### src/rtl/causal_net_sequencer.sv
// Sequences a stack of L causal conv layers: restarts each layer in turn, waits for
// its result, pushes it into the next activation cache and holds the final result.
module causal_net_sequencer #(
  parameter int W = 16,
  parameter int D = 4,
  parameter int L = 4,
  parameter int TIMEOUT = 64,
  parameter logic [L-1:0] RELU_MASK = {L{1'b1}} >> 1
) (
  input  logic           clk,
  input  logic           rst,
  input  logic           in_valid,
  output logic           in_ready,
  output logic [L-1:0]   layer_rst,
  output logic [L-1:0]   layer_apply_relu,
  input  logic [L-1:0]   layer_out_v,
  input  logic [D*W-1:0] layer_out,
  output logic [L-1:0]   cache_push,
  output logic [D*W-1:0] out_data,
  output logic           out_valid,
  input  logic           out_ready,
  output logic           error,
  output logic [31:0]    sample_count,
  output logic [2:0]     dbg_state
);

  localparam int KW = (L > 1) ? $clog2(L) : 1;
  localparam int CW = (TIMEOUT > 1) ? $clog2(TIMEOUT) : 1;
  localparam logic [KW-1:0] K_LAST = KW'(L - 1);
  localparam logic [CW-1:0] C_LAST = CW'(TIMEOUT - 1);
  localparam logic [L-1:0]  ONE    = L'(1);

  typedef enum logic [2:0] {
    S_IDLE  = 3'd0,
    S_START = 3'd1,
    S_WAIT  = 3'd2,
    S_PUSH  = 3'd3,
    S_DONE  = 3'd4,
    S_ERROR = 3'd5
  } state_t;

  state_t          state;
  logic [KW-1:0]   k;
  logic [KW-1:0]   k_next;
  logic [CW-1:0]   cnt;

  // Handshakes: a sample transfers on in_valid & in_ready (in_ready only in IDLE);
  // a result transfers on out_valid & out_ready, out_data frozen while out_valid is high.
  assign in_ready         = (state == S_IDLE);
  assign layer_apply_relu = RELU_MASK;
  assign dbg_state        = state;
  assign k_next           = k + 1'b1;

  // layer_rst and cache_push are registered on entry to START/PUSH so each is a
  // single-cycle, single-bit pulse aligned with that state.
  always_ff @(posedge clk or posedge rst) begin
    if (rst) begin
      state        <= S_IDLE;
      k            <= '0;
      cnt          <= '0;
      layer_rst    <= '0;
      cache_push   <= '0;
      out_valid    <= 1'b0;
      out_data     <= '0;
      error        <= 1'b0;
      sample_count <= '0;
    end else begin
      layer_rst  <= '0;
      cache_push <= '0;
      case (state)
        S_IDLE: begin
          if (in_valid) begin
            k         <= '0;
            layer_rst <= ONE;
            state     <= S_START;
          end
        end
        S_START: begin
          cnt   <= '0;
          state <= S_WAIT;
        end
        S_WAIT: begin
          if (layer_out_v[k]) begin
            cache_push <= ONE << k;
            state      <= S_PUSH;
          end else if (cnt == C_LAST) begin
            error <= 1'b1;
            state <= S_ERROR;
          end else begin
            cnt <= cnt + 1'b1;
          end
        end
        S_PUSH: begin
          if (k == K_LAST) begin
            out_data  <= layer_out;
            out_valid <= 1'b1;
            state     <= S_DONE;
          end else begin
            k         <= k_next;
            layer_rst <= ONE << k_next;
            state     <= S_START;
          end
        end
        S_DONE: begin
          if (out_ready) begin
            out_valid    <= 1'b0;
            sample_count <= sample_count + 1'b1;
            state        <= S_IDLE;
          end
        end
        S_ERROR: begin
          error <= 1'b1;
        end
        default: begin
          state <= S_IDLE;
        end
      endcase
    end
  end

endmodule

### config.mk
export PLATFORM = sky130hd
export DESIGN_NAME = causal_net_sequencer
export DESIGN_NICKNAME = d
export VERILOG_FILES = /design/src/rtl/causal_net_sequencer.sv
export SDC_FILE = /design/constraint.sdc
export NUM_CORES = 1
export LEC_CHECK = 0
export CORE_MARGIN = 4
export CORE_UTILIZATION = 41
export DETAILED_ROUTE_END_ITERATION = 12
export DONT_BUFFER_PORTS = 1
export SLEW_MARGIN = 20
export SYNTH_ARGS = -nofsm -noshare
export SYNTH_HDL_FRONTEND = slang
export SYNTH_SLANG_ARGS = --single-unit
### constraint.sdc
create_clock -name clk -period 5.7 [get_ports clk]
set_input_delay 1.14 -clock clk [delete_from_list [all_inputs] [get_ports clk]]
set_output_delay 1.14 -clock clk [all_outputs]
set_load 0.01 [all_outputs]
After elaboration in Yosys (flattened, before gate mapping)
Cells that the tools add are included.

storage, ports and cells
  register bits = 117
  input port bits = 72
  word-level logic and storage cells = 68

operators by class
  add/sub/neg operators = 3
  magnitude comparators = 1
  equal/unequal tests = 15
  shift operators = 2
  muxes and demuxes = 25
  bitwise gates (word level) = 1
  reduce and logical (&&, ||, !) cells = 12

operators with widths
  operator                                                     count
  adder 32 x 1 -> 32 bit (second input constant)               1
  one-hot mux 3 bit (6 select lines)                           1
  2-to-1 mux 3 bit                                             5
  != test 2 bit (second input constant)                        7
  2-to-1 mux 4 bit                                             3
  2-to-1 mux 6 bit                                             2
  one-hot mux 6 bit (2 select lines)                           1
  AND reduction 3 bit                                          4
  one-hot mux 4 bit (2 select lines)                           1
  nonzero test 2 bit                                           4
  << shifter 1 x 2 -> 4 bit (first input constant)             2
  adder 6 x 1 -> 6 bit (second input constant)                 1
  equality test 3 x 2 -> 1 bit (second input constant)         2
  equality test 3 bit (second input constant)                  2
  equality test 6 bit (second input constant)                  1
  2-to-1 mux 1 bit                                             6
  2-to-1 mux 2 bit                                             2
  one-hot mux 1 bit (2 select lines)                           2
  one-hot mux 2 bit (2 select lines)                           1
  AND reduction 2 bit                                          2
  AND reduction 4 bit                                          1
  equality test 3 x 1 -> 1 bit (second input constant)         1
  zero test 3 bit                                              1
  less-than comparator 2 x 3 -> 1 bit (second input constant)  1
  other kinds (5)                                              5

Longest topological paths before layout
  depth in word-level cells = 4
  depth in mapped cells = 7
  depth with buffers taken out = 5

Least setup slack after synthesis
Ideal clock, no wire load.

  path type = input to register
  start = input layer_out_v[3]
  end = register state[2], in the netlist dbg_state[2]
  data arrival time = 2.400 ns
  data required time = 5.572 ns
  slack = 3.173 ns
  stages on the path = 4
  path through = mux4_2 a311o_4 o21ai_2 mux2_1

between the ends
  word-level cells in the longest chain between the ends = 4

RTL lines
  item                                                                       RTL line  text
  start, declared                                                            16        input logic [L-1:0] layer_out_v,
  binary-select mux 1 bit (select 2 bit) (*)                                 83        if (layer_out_v[k]) begin
  2-to-1 mux 1 bit (implied by the code) (*)                                 83
  2-to-1 mux 3 bit or != test 3 bit (tied branches)                          -
  one-hot mux 3 bit (6 select lines) or AND reduction 4 bit (tied branches)  -
  end signal, assigned                                                       75        state <= S_START;
  end signal, assigned                                                       85        state <= S_PUSH;
  end signal, assigned                                                       88        state <= S_ERROR;
  end, declared                                                              42        state_t state;

Mark *: on every way between the ends. The rest lies on a longest branch, timed or not. The select of a mux whose other input is x is not followed.
A chain may end at the register's enable or synchronous reset.

Final worst setup path
  start = register state[1], in the netlist dbg_state[1]
  end = output in_ready

between the ends
  word-level cells in the longest chain between the ends = 1

RTL lines
  item                    RTL line  text
  start signal, assigned  58        state <= S_IDLE;
  start signal, assigned  75
  start signal, assigned  80        state <= S_WAIT;
  zero test 3 bit         49        assign in_ready = (state == S_IDLE);
  end, declared           13        output logic in_ready,

Every way passes these cells.

==> summary.txt <==
Detailed routing
  – Vias after detailed routing: about 3000
  – Initial DRT Pass Iterations: 4
  – Final wirelength: between 10000 and 15000 um
  – DR iter-0 viols: roughly 170
  – Routed wire per std cell: between 15 and 20 um
  – Drt drc: 0
  – Via/cell ratio: approximately 5.4
  – DRT antenna net count: 0

STA
  – Max Fclk: approximately 0.38 GHz
  – Period utilization: 0.4594
  – TNS Setup: 0 ps
  – Slew Viols, Final: 0
  – Relative slew margins: 0.4781
  – Setup ws final: 3082 ps
  – Worst slew pin tran: just under 800 ps
  – Final hold vios: 0
  – Unrepaired setup endpoints after global routing: false
  – Final setup fails: 0
  – Worst clock skew: a little under 9 ps
  – Post-layout min period: 2618 ps

Worst setup path
  – WP buf/inv: 0
  – Crit-path max cell delay: between 500 and 600 ps
  – R2r setup slk: between 3000 and 4000 ps
  – CP arrival: ~1500 ps
  – Cell depth of the worst setup path: 1
  – Crit-path cells: nor3_1
  – R2r worst-path depth: 4
  – Crit-path max FO: 14
  – CP max stage cell: dfrtp_1
  – CP Launch Point: dbg_state[1]
  – CP top delay family: flip-flops
  – WS Path Type: flop to primary output
  – R2r endpoint: out_data[22]
  – Setup crit end: in_ready
  – Startpoint type of the worst setup path: flop
  – Worst setup EP type: primary output
  – Worst r2r src: dbg_state[2]
  – CP required: 4560 ps

Synthesis
  – Average size of a mapped cell: around 13 um^2
  – Post-Syn Instances: roughly 380
  – Number of synthesized flops with an enable pin: 0
  – Yosys reg bits: ~120
  – FFs w/ async S/R, synth: 1.000
  – Synth cell types: 47
  – Synthesized area: ~5000 um^2
  – Synth warn: 0
  – Post-synthesis sequential area ratio: 0.5865
  – Main synth FF type: dfrtp_1

Floorplan
  – Row count: 40
  – Die extent in y: approximately 120 um
  – Initial Utilization: 0.4174
  – Boundary Pins: 186
  – Core area: approximately 12000 um^2
  – Die area: around 14000 um^2
  – Die width: 118.3 um

Layout
  – Commonest non-fill, non-tap cell in the layout: dfrtp_1
  – Area delta synth->final: 14.61%
  – ANT cells: 0
  – Share of layout cells above drive strength 1: 0.2658
  – Fillcell total: 1067
  – Final Net Count: 464
  – Most frequent cells in the layout: 117 x dfrtp_1, 65 x mux2_2, 23 x xor2_1

GRT
  – Vias in the first global route: just over 3000
  – GR Util All Layers: 0.1484
  – First-pass GRT wire length: between 15000 and 20000 um
  – Pin count of the biggest net entering global routing: between 60 and 70
  – Grt total ovfl: 0
  – Initial antenna violation count: 0

Clock network
  – Clock slew at reported path FFs: roughly 50 ps
  – CTS H-tree depth: 4
  – Post-cts resize count: 0
  – Sink Count: ~120
  – Largest buffer count on any clock path: 2
  – Worst skew pair latency: 400 ps
  – CTS Root Cell: clkbuf_16
  – Cts hold-fix bufs: 0
  – CTS tree: built
  – Post-CTS Setup Inserts: 0
  – TritonCTS buffer count: 17

Placement
  – Placer Congestion: between 0.7 and 0.8
  – Hpwl dp: roughly 7400 um
  – # port buffers: 0
  – Pre-CTS setup slack: 3080 ps

Power and ir drop
  – Internal power: approximately 0.0021 W
  – Worst vdd ir: around 150 uV
  – Switching part of the total: 0.2995
  – P per Cell Area: about 530 nW/um^2
  – Switching power: ~0.00092 W
  – Overall power: slightly above 0.003 W
  – Clock network power share: 0.363
  – Combinational power share: 0.154
  – Power share of the sequential group: 0.483
  – Pleak: 2.667 nW

Worst hold path
  – Hold crit path type: flop to flop

Run
  – Max_cap viols: 0

Run status
  – Status: complete, no violations
## sequential cells by signal, indices dropped and copies added (netlist names)
| signal | flops |
|---|---|
| sample_count | 32 |
| cnt | 6 |
| layer_rst | 4 |
| cache_push | 4 |
| out_valid | 1 |
| k | 2 |
| out_data | 64 |
| dbg_state | 3 |
| error | 1 |
## worst reg2reg max path: stages (launching register included)
cell     delay (ps)
dfrtp_1         670
and3b_1         330
nand2_2         180
buf_4           620
mux2_2          490
## cells by family after synthesis
logic type,after synthesis,share of synthesized area
flops,117,0.5865
fa+ha+maj,10,0.02506
compound gates,25,0.03484
simple gates,95,0.1100
xor+xnor,32,0.05614
other cells,2,0.001504
mux,69,0.1574
buf+inv,27,0.02857
## cells in the mapped netlist (8+ instances only)
cell     number  area share
dfrtp_1     117        0.59
mux2_2       65        0.15
xor2_1       23       0.040
nand2_1      21       0.016
nand3_1      13       0.013
nor3_1       12       0.012
ha_1         10       0.025
buf_2         9      0.0090
inv_1         9      0.0068
o21ai_0       9      0.0090
xnor2_1       9       0.016
and3_1        8       0.010
## metrics by stage
step | std cells | area, um^2 | hold WS, ps | utilization
5_1_grt | 542 | 5722 | 508.5 | 0.4783
6_report | 542 | 5722 | 492.5 | 0.4783
4_1_cts | 542 | 5722 | 497.2 | 0.4783
2_1_floorplan | 379 | 5000 | 459.5 | -
3_3_place_gp | 510 | 5095 | 493.6 | 0.4259
3_5_place_dp | 510 | 5095 | 488.4 | 0.4259
## final cells by class
| cell class | instances | area (um^2) | share of cell area |
|---|---|---|---|
| Clock inverter | 9 | 148.9 | 0.02602 |
| Clock buffer | 23 | 478.0 | 0.08353 |
| Inverter | 9 | 36.28 | 0.006342 |
| Timing Repair Buffer | 2 | 15.01 | 0.002624 |
| Sequential cell | 117 | 2928 | 0.5117 |
| Multi-Input combinational cell | 235 | 1932 | 0.3376 |
| Tap cell | 147 | 183.9 | 0.03215 |
## how the worst min path moves through the flow
stage              to  depth (start not counted)  startpoint  slack, ps
2_1_floorplan  cnt[2]                          1      cnt[2]        460
3_3_place_gp   cnt[2]                          1      cnt[2]        490
3_5_place_dp   cnt[2]                          1      cnt[2]        490
4_1_cts        cnt[2]                          1      cnt[2]        500
5_1_grt        cnt[2]                          1      cnt[2]        510
6_report       cnt[2]                          1      cnt[2]        490
## routing by layer
layer  global-route usage  part of all wire
met3              0.08134              0.12
met2               0.2165              0.45
met4              0.05714             0.013
met1               0.1841              0.42
met5                    0                 0
## power by group through the flow
stage | logic (W) | clock network, W | registers (W)
after global placement | 0.000456 | 0 | 0.00149
after detailed placement | 0.000480 | 0 | 0.00149
after global routing | 0.000535 | 0.00117 | 0.00151
after CTS | 0.000482 | 0.00114 | 0.00148
after floorplan | 0.000434 | 0 | 0.00139
final | 0.000472 | 0.00111 | 0.00148
Note: power is estimated with default switching activity, not from simulation.
==> RTL change, RTL diff (config.mk and constraints unchanged) <==
The parameter `W` goes from 16 to 32.
--- a/src/rtl/causal_net_sequencer.sv
+++ b/src/rtl/causal_net_sequencer.sv
@@ -1,7 +1,7 @@
 // Sequences a stack of L causal conv layers: restarts each layer in turn, waits for
 // its result, pushes it into the next activation cache and holds the final result.
 module causal_net_sequencer #(
-  parameter int W = 16,
+  parameter int W = 32,
   parameter int D = 4,
   parameter int L = 4,
   parameter int TIMEOUT = 64,
Interface: changed (resized layer_out and out_data); port bits go from 186 to 314. The function was not compared with the original's and may differ.
==> RTL change against the unedited design <==
Setup slack got worse by 230 ps; design area increased by 41%; largest cell class unchanged; first-iteration DRC count increased by 17%; highest routed layer is now met5; sequential cell count increased by 64; power increased by 41%; area after synthesis increased by 45%; wire length increased by 53%.
==> RTL change: results (changes against the unedited design) <==
via count of the first global-routing pass=4291 (was 3018); switching part of the total power=34.5% (was 29.9%); detailed-routing wirelength on met1=5380 µm (was 4350 µm); number of antenna violations at the first check in global routing=3 (was 0); vias=3949 (was 2950); GR Layer Usage met3=7.97% (was 8.13%); Compound-Gate Fraction of Synth Area=1.55% (was 3.48%); power drawn by the combinational cells=694 µW (was 472 µW); worst hold slack across all endpoints=537 ps (was 492 ps); CP max stage delay=740 ps (was 550 ps); clock-pin slew of the registers on the worst-case setup and hold paths=80 ps (was 50 ps); number of design-rule violations left by the first detailed-router iteration=197 (was 169); Detail Route met2 WL=7940 µm (was 4570 µm); transition time of the tightest slew-check pin=979 ps (was 783 ps); largest registers ranked by flip-flop count=out_data x128, sample_count x32, cnt x6 (was out_data x64, sample_count x32, cnt x6); origin of the worst setup path=dbg_state[2]$_DFFE_PP0P_ (was dbg_state[1]$_DFFE_PP0P_); Unique masters post-synth=37 (was 47); share of the synthesized area in the top cell type=62.5% (was 58.6%); wire length of the first global-routing pass=24400 µm (was 16400 µm); result of the run=complete, no violations (unchanged); fillcell total=1508 (was 1067); maximum number of pins on one net before global-route repair=182 (was 63); Placed Area=7480 µm² (was 5090 µm²); xor/xnor cell area share of the yosys netlist=3.75% (was 5.61%); static leakage=0.00360 µW (was 0.00267 µW)
==> RTL change: cell count changes in the layout (fill, tap and decap cells not counted), sizes merged, moves of 4 or more <==
cell and change:
xnor2 +13, and2 +6, bufinv -4, o21ai -5
mux2 +64, xor2 -14, inv +6, clkbuf -6
nor4 -5, nand4 +4, dfrtp +64, nand3 +6
==> RTL change: metrics by stage <==
stage	utilization (%)	power, µW	setup WS [ps]	cells
finish	46.6	4300	2850	742
global route	46.6	4560	2660	742
detailed placement	43.2	3210	2860	709
global placement	43.2	3150	2970	709
floorplan	-	2930	2240	501
CTS	46.6	4370	2860	741
==> RTL change: cell type report <==
| class | count | area share [%] |
|---|---|---|
| Inverter | 8 | 0.419 |
| Multi-Input combinational cell | 292 | 32.2 |
| Sequential cell | 181 | 56.2 |
| Clock buffer | 17 | 5.27 |
| Clock inverter | 15 | 2.00 |
| Timing Repair Buffer | 3 | 0.434 |
| Antenna cell | 1 | 0.0310 |
| Tap cell | 225 | 3.49 |
